==> src/rtl/micro_maze_pkg.sv <==
// Shared constants for the micro_maze tile: maze ROM, start/goal cells and pin indices.
package micro_maze_pkg;

  // Row y, bit x = cell (x,y); 1 = wall.
  localparam logic [0:7][7:0] MAZE_ROM = {8'hF0, 8'hF7, 8'h07, 8'h7F,
                                          8'h7F, 8'h01, 8'hFD, 8'h01};

  localparam logic [2:0] START_X = 3'd0;
  localparam logic [2:0] START_Y = 3'd0;
  localparam logic [2:0] GOAL_X  = 3'd7;
  localparam logic [2:0] GOAL_Y  = 3'd7;

  localparam int unsigned BTN_UP     = 0;
  localparam int unsigned BTN_DOWN   = 1;
  localparam int unsigned BTN_LEFT   = 2;
  localparam int unsigned BTN_RIGHT  = 3;
  localparam int unsigned STATUS_SEL = 4;
  localparam int unsigned ROWSEL_LSB = 5;

  localparam logic [6:0] MOVES_MAX = 7'd127;

endpackage

==> src/rtl/micro_maze_if.sv <==
// Tile pin bundle for micro_maze: 8 user inputs and 8 user outputs.
interface micro_maze_if;
  logic [7:0] ui_in;
  logic [7:0] uo_out;

  modport master (output ui_in, input uo_out);
  modport slave  (input ui_in, output uo_out);
endinterface

==> src/rtl/micro_maze_btn_sync_edge.sv <==
// Multi-stage button synchronizer with rising-edge detect on the synced level.
module btn_sync_edge #(
  parameter int unsigned SYNC_STAGES = 2,
  parameter int unsigned WIDTH       = 4
) (
  input  logic             clk,
  input  logic             rst_n,
  input  logic [WIDTH-1:0] din,
  output logic [WIDTH-1:0] level,
  output logic [WIDTH-1:0] rise
);

  logic [SYNC_STAGES-1:0][WIDTH-1:0] sync_q;
  logic [WIDTH-1:0]                  prev_q;

  always_ff @(posedge clk or negedge rst_n) begin
    if (!rst_n) begin
      sync_q <= '0;
      prev_q <= '0;
    end else begin
      sync_q <= {sync_q[SYNC_STAGES-2:0], din};
      prev_q <= sync_q[SYNC_STAGES-1];
    end
  end

  assign level = sync_q[SYNC_STAGES-1];
  assign rise  = level & ~prev_q;

endmodule

==> src/rtl/micro_maze.sv <==
// Micro maze game top: movement/collision, win/restart and row/status display mux.
// Define BUMP_PENALTY_EN to count blocked moves toward the move counter.
module micro_maze
  import micro_maze_pkg::*;
#(
  parameter int unsigned SYNC_STAGES = 2
) (
  input logic          clk,
  input logic          rst_n,
  micro_maze_if.slave  io
);

  logic [3:0] btn_level, btn_rise;
  logic [2:0] px_q, px_d, py_q, py_d, tx, ty, row;
  logic [6:0] moves_q, moves_d, moves_inc;
  logic       won_q, won_d;
  logic       restart, single, in_bounds, open_cell;
  logic [7:0] marker;

  btn_sync_edge #(
    .SYNC_STAGES (SYNC_STAGES),
    .WIDTH       (4)
  ) u_btn (
    .clk   (clk),
    .rst_n (rst_n),
    .din   (io.ui_in[BTN_RIGHT:BTN_UP]),
    .level (btn_level),
    .rise  (btn_rise)
  );

  always_comb begin
    px_d      = px_q;
    py_d      = py_q;
    moves_d   = moves_q;
    won_d     = won_q;
    tx        = px_q;
    ty        = py_q;
    in_bounds = 1'b0;
    restart   = btn_level[BTN_UP] & btn_level[BTN_DOWN];
    single    = $onehot(btn_rise) & ~won_q;
    moves_inc = (moves_q == MOVES_MAX) ? moves_q : moves_q + 7'd1;

    if (btn_rise[BTN_UP]) begin
      in_bounds = (py_q != 3'd0);
      ty        = py_q - 3'd1;
    end else if (btn_rise[BTN_DOWN]) begin
      in_bounds = (py_q != 3'd7);
      ty        = py_q + 3'd1;
    end else if (btn_rise[BTN_LEFT]) begin
      in_bounds = (px_q != 3'd0);
      tx        = px_q - 3'd1;
    end else if (btn_rise[BTN_RIGHT]) begin
      in_bounds = (px_q != 3'd7);
      tx        = px_q + 3'd1;
    end
    open_cell = ~MAZE_ROM[ty][tx];

    // Restart is level-driven and wins over any simultaneous move.
    if (restart) begin
      px_d    = START_X;
      py_d    = START_Y;
      moves_d = '0;
      won_d   = 1'b0;
    end else if (single) begin
      if (in_bounds && open_cell) begin
        px_d    = tx;
        py_d    = ty;
        moves_d = moves_inc;
        won_d   = (tx == GOAL_X) && (ty == GOAL_Y);
      end
`ifdef BUMP_PENALTY_EN
      else begin
        moves_d = moves_inc;
      end
`endif
    end
  end

  always_ff @(posedge clk or negedge rst_n) begin
    if (!rst_n) begin
      px_q    <= START_X;
      py_q    <= START_Y;
      moves_q <= '0;
      won_q   <= 1'b0;
    end else begin
      px_q    <= px_d;
      py_q    <= py_d;
      moves_q <= moves_d;
      won_q   <= won_d;
    end
  end

  always_comb begin
    row    = io.ui_in[ROWSEL_LSB +: 3];
    marker = '0;
    if (py_q == row) marker[px_q] = 1'b1;
  end

  assign io.uo_out = io.ui_in[STATUS_SEL] ? {won_q, moves_q} : (MAZE_ROM[row] ^ marker);

endmodule

==> src/flat_wrapper.sv <==
// flat-port wrapper written by rule: the top's interface ports become plain ports
module micro_maze_flat import micro_maze_pkg::*;
#(
  parameter int unsigned SYNC_STAGES = 2
)
  (clk, rst_n, io_ui_in, io_uo_out);
  micro_maze_if io_i ();
  input logic clk;
  input logic rst_n;
  input wire logic [$bits(io_i.ui_in)-1:0] io_ui_in;
  output wire logic [$bits(io_i.uo_out)-1:0] io_uo_out;
  assign io_i.ui_in = io_ui_in;
  assign io_uo_out = io_i.uo_out;
  micro_maze #(.SYNC_STAGES(SYNC_STAGES)) u_core (.clk(clk), .rst_n(rst_n), .io(io_i));
endmodule
==> config.mk <==
export PLATFORM = sky130hd
export DESIGN_NAME = micro_maze_flat
export DESIGN_NICKNAME = d
export VERILOG_FILES = /design/src/rtl/micro_maze_pkg.sv /design/src/rtl/micro_maze_if.sv /design/src/rtl/micro_maze_btn_sync_edge.sv /design/src/rtl/micro_maze.sv /design/src/flat_wrapper.sv
export SDC_FILE = /design/constraint.sdc
export NUM_CORES = 1
export LEC_CHECK = 0
export CORE_MARGIN = 2
export CORE_UTILIZATION = 55
export CTS_CLUSTER_DIAMETER = 100
export CTS_CLUSTER_SIZE = 25
export DETAILED_ROUTE_END_ITERATION = 12
export HOLD_SLACK_MARGIN = 0.05
export PLACE_DENSITY_LB_ADDON = 0.05
export SLEW_MARGIN = 20
export SYNTH_ARGS = -nofsm -noshare
export SYNTH_HDL_FRONTEND = slang
export SYNTH_SLANG_ARGS = --single-unit
==> constraint.sdc <==
create_clock -name clk -period 7.7 [get_ports clk]
set_input_delay 2.31 -clock clk [delete_from_list [all_inputs] [get_ports clk]]
set_output_delay 2.31 -clock clk [all_outputs]
set_load 0.02 [all_outputs]
==> reports/metrics.csv <==
stage,metric,value,unit
critical_path,slowest CP cell,clkdlybuf4s50_1,
route,DR pass1 iterations,4,
route,vias per inst,6.10,
placed_design,Port Buffers,17,
die,initial core utilization,0.583,
timing,Finish-stage setup viols,0,
die,Rows,21,
route,metal1 wirelength,2080,µm
clocking,CTS Root Cell,clkbuf_4,
placed_design,post-DP HPWL,3350,µm
die,Die Wd,63.9,µm
hold_path,Hold Startpoint,u_core.u_btn.sync_q[3]$_DFF_PN0_,
critical_path,RR Endpoint,u_core.moves_q[5]$_DFFE_PN0P_,
route,Routed Antenna Nets,0,
clocking,TritonCTS Sinks,26,
timing,final worst-path cycle share,0.934,
route,Post-Route WL,4460,µm
placed_design,dpl cell area,2120,µm²
cells_and_area,fin util,0.634,
yosys,number of synthesized flops with an enable pin,0,
cells_and_area,Multi-input gate area,1210,µm²
yosys,share of the synthesized area in the top cell type,0.330,
cells_and_area,fraction of layout cells with a size suffix above 1,0.0638,
critical_path,CP required,5.39,ns
power,clock power share,0.166,
critical_path,CP max FO,9,
global_route,largest net degree at the start of global routing,27,
timing,Slew @ Worst Pin,0.810,ns
clocking,post-cts sizing count,0,
timing,Final Critical Period,7.19,ns
clocking,Clock transition at path regs,0.13,ns
clocking,CTS Hold Bufs,0,
timing,max frequency,0.139,GHz
route,Met2 Routed Length,2040,µm
route,Iteration-0 DRC Markers,137,
route,via count,1715,
route,residual DRC count,0,
cells_and_area,register area,651,µm²
global_route,GRT overflow,0,
yosys,Synthesis Warnings,0,
yosys,post-synthesis cell area,1970,µm²
critical_path,Worst Reg-to-Reg Cells,12,
hold_path,Worst Hold Class,flip-flop to flip-flop,
cells_and_area,final instance area,2150,µm²
critical_path,critical path data arrival time,4.88,ns
yosys,largest area contributor in the netlist,dfrtp_1,
clocking,H-tree lvl count,1,
flow_run,Max Cap Violations,0,
power,PD cells,192,nW/µm²
global_route,initial antenna violation count,0,
die,Placeable Area,3390,µm²
yosys,Async SR Flop Fraction,1.00,
die,Die Ht,63.9,µm
critical_path,Reg2Reg Setup Slack,3.69,ns
yosys,Mean Syn Cell Area,8.62,µm²
die,I/O pin total,18,
yosys,Mapped Cells,229,
clocking,clock buffer depth,2,
cells_and_area,"most common cell after layout, fill and taps aside",dfrtp_1,
critical_path,CP Launch Type,input pin,
critical_path,RR Startpoint,u_core.u_btn.level[1]$_DFF_PN0_,
timing,relative slew slack,0.459,
timing,Hold Slack,0.364,ns
cells_and_area,Layout Nets,257,
power,Pleak,0.830,nW
hold_path,hold path cells,0,
timing,Hold Fails Final Rpt,0,
global_route,first-pass GRT wire length,7820,µm
route,wire length on met3,246,µm
yosys,Unique masters post-synth,53,
clocking,total CTS buffers,3,
power,total chip power,412,µW
cells_and_area,Fillers,287,
yosys,synthesized net count,250,
critical_path,Crit Path Class,input pin to primary output,
cells_and_area,"commonest non-fill, non-tap cells in the layout","dfrtp_1 (26), nand2_1 (22), o21ai_0 (19)",
status,status,completed,
route,drt wl/cell,15.9,µm
clocking,post-CTS setup buffers,0,
cells_and_area,Layout area overhead,8.87,%
cells_and_area,Ant. Diodes,0,
critical_path,crit-path max cell delay,0.63,ns
hold_path,Hold Path Sink,u_core.u_btn.level[3]$_DFF_PN0_,
placed_design,GPL Wtd Cong,0.895,
timing,Layout Skew,0.00289,ns
yosys,post-synthesis sequential area ratio,0.330,
power,Reg power frac,0.439,
critical_path,cells along the critical path,clkdlybuf4s50_1 > xor2_1 > nor4_1 > nand3_1 > xor2_1 > o21ai_0 > clkdlybuf4s50_1,
critical_path,endpoint class of the critical path,primary output,
timing,max-slew violation count,0,
timing,setup TNS,0,ns
yosys,Synth area leaders,"dfrtp_1 (33%), ha_1 (6.3%), o21ai_0 (4.8%), nand2_1 (4.2%), xnor2_1 (4.0%)",
power,Internal Power,249,µW
power,P_sw,163,µW
timing,RSZ-0062 raised after global routing,no,
route,top routing layer used,met4,
global_route,global-route usage over all layers,0.237,
clocking,CTS tree,yes,
power,peak supply drop,129,µV
die,die area,4090,µm²
power,logic gate share of total power,0.396,
yosys,Synth Flop Type,dfrtp_1,
global_route,vias in the first global route,1708,
clocking,Worst-Skew Late Latency,0.32,ns
yosys,Synth Register Bits,26,
power,Switching Share,0.396,
[per-stage QoR]
step / instances / setup WS (ns)
2_1_floorplan: 229 / 1.33
3_3_place_gp: 277 / 0.614
3_5_place_dp: 277 / 0.532
4_1_cts: 281 / 0.534
5_1_grt: 281 / 0.360
6_report: 281 / 0.511
[synthesized netlist by cell type, types with 3 or more instances]
cell and count:
buf_2 4, nor3_1 10, nand2_1 22, nor2_1 9
and2_1 3, inv_1 7, o21ai_0 19, nand3_1 12
nand2b_1 6, xnor2_1 9, dfrtp_1 26, nand4_1 4
clkbuf_1 7, xor2_1 6, or3_1 7, a21oi_1 12
o31ai_1 5, ha_1 10
[kinds of logic after synthesis]
kind of cell,synth area share
mux,0.0241
flops,0.330
compound gates,0.201
xor+xnor,0.0665
simple gates,0.250
fa+ha+maj,0.0735
buf+inv,0.0558
[area by class of cell]
cell class	count	share of cell area
inverter	7	0.0122
tap	46	0.0268
sequential	26	0.303
clock buffer	4	0.0169
multi-input combinational	181	0.565
timing repair buffer	17	0.0768
[sequential cells by signal, summed over array words and instances, names as in the netlist]
name,count
u_core.u_btn.prev_q,4
u_core.py_q,3
u_core.won_q,1
u_core.moves_q,7
u_core.u_btn.level,4
u_core.u_btn.sync_q,4
u_core.px_q,3
[how the worst max path moves through the flow]
stage / from / end
2_1_floorplan: io_ui_in[7] / io_uo_out[5]
3_3_place_gp: io_ui_in[7] / io_uo_out[5]
3_5_place_dp: io_ui_in[7] / io_uo_out[5]
4_1_cts: io_ui_in[7] / io_uo_out[5]
5_1_grt: io_ui_in[7] / io_uo_out[6]
6_report: io_ui_in[7] / io_uo_out[6]
[power by group through the flow]
stage	Clock [mW]	Combinational [mW]	Sequential [mW]
after floorplan	0	0.135	0.165
after global placement	0	0.155	0.182
after detailed placement	0	0.160	0.183
after CTS	0.0713	0.162	0.180
after global routing	0.0770	0.180	0.185
final	0.0682	0.163	0.181
[critical path, delay by kind of cell]
kind | cells | cell delay (ns)
xor gates and xnor gates | 2 | 0.40
AOI/OAI and AO/OA | 1 | 0.19
and+or+nand+nor | 2 | 0.78
buffers and inverters | 2 | 1.19
[layer usage]
metal,vias to the layer above,GRT usage
met4,0,0.0707
met5,-,0
met1,816,0.344
li1,846,-
met2,44,0.379
met3,9,0.0158
No activity file was read; power rests on OpenSTA's default activity.
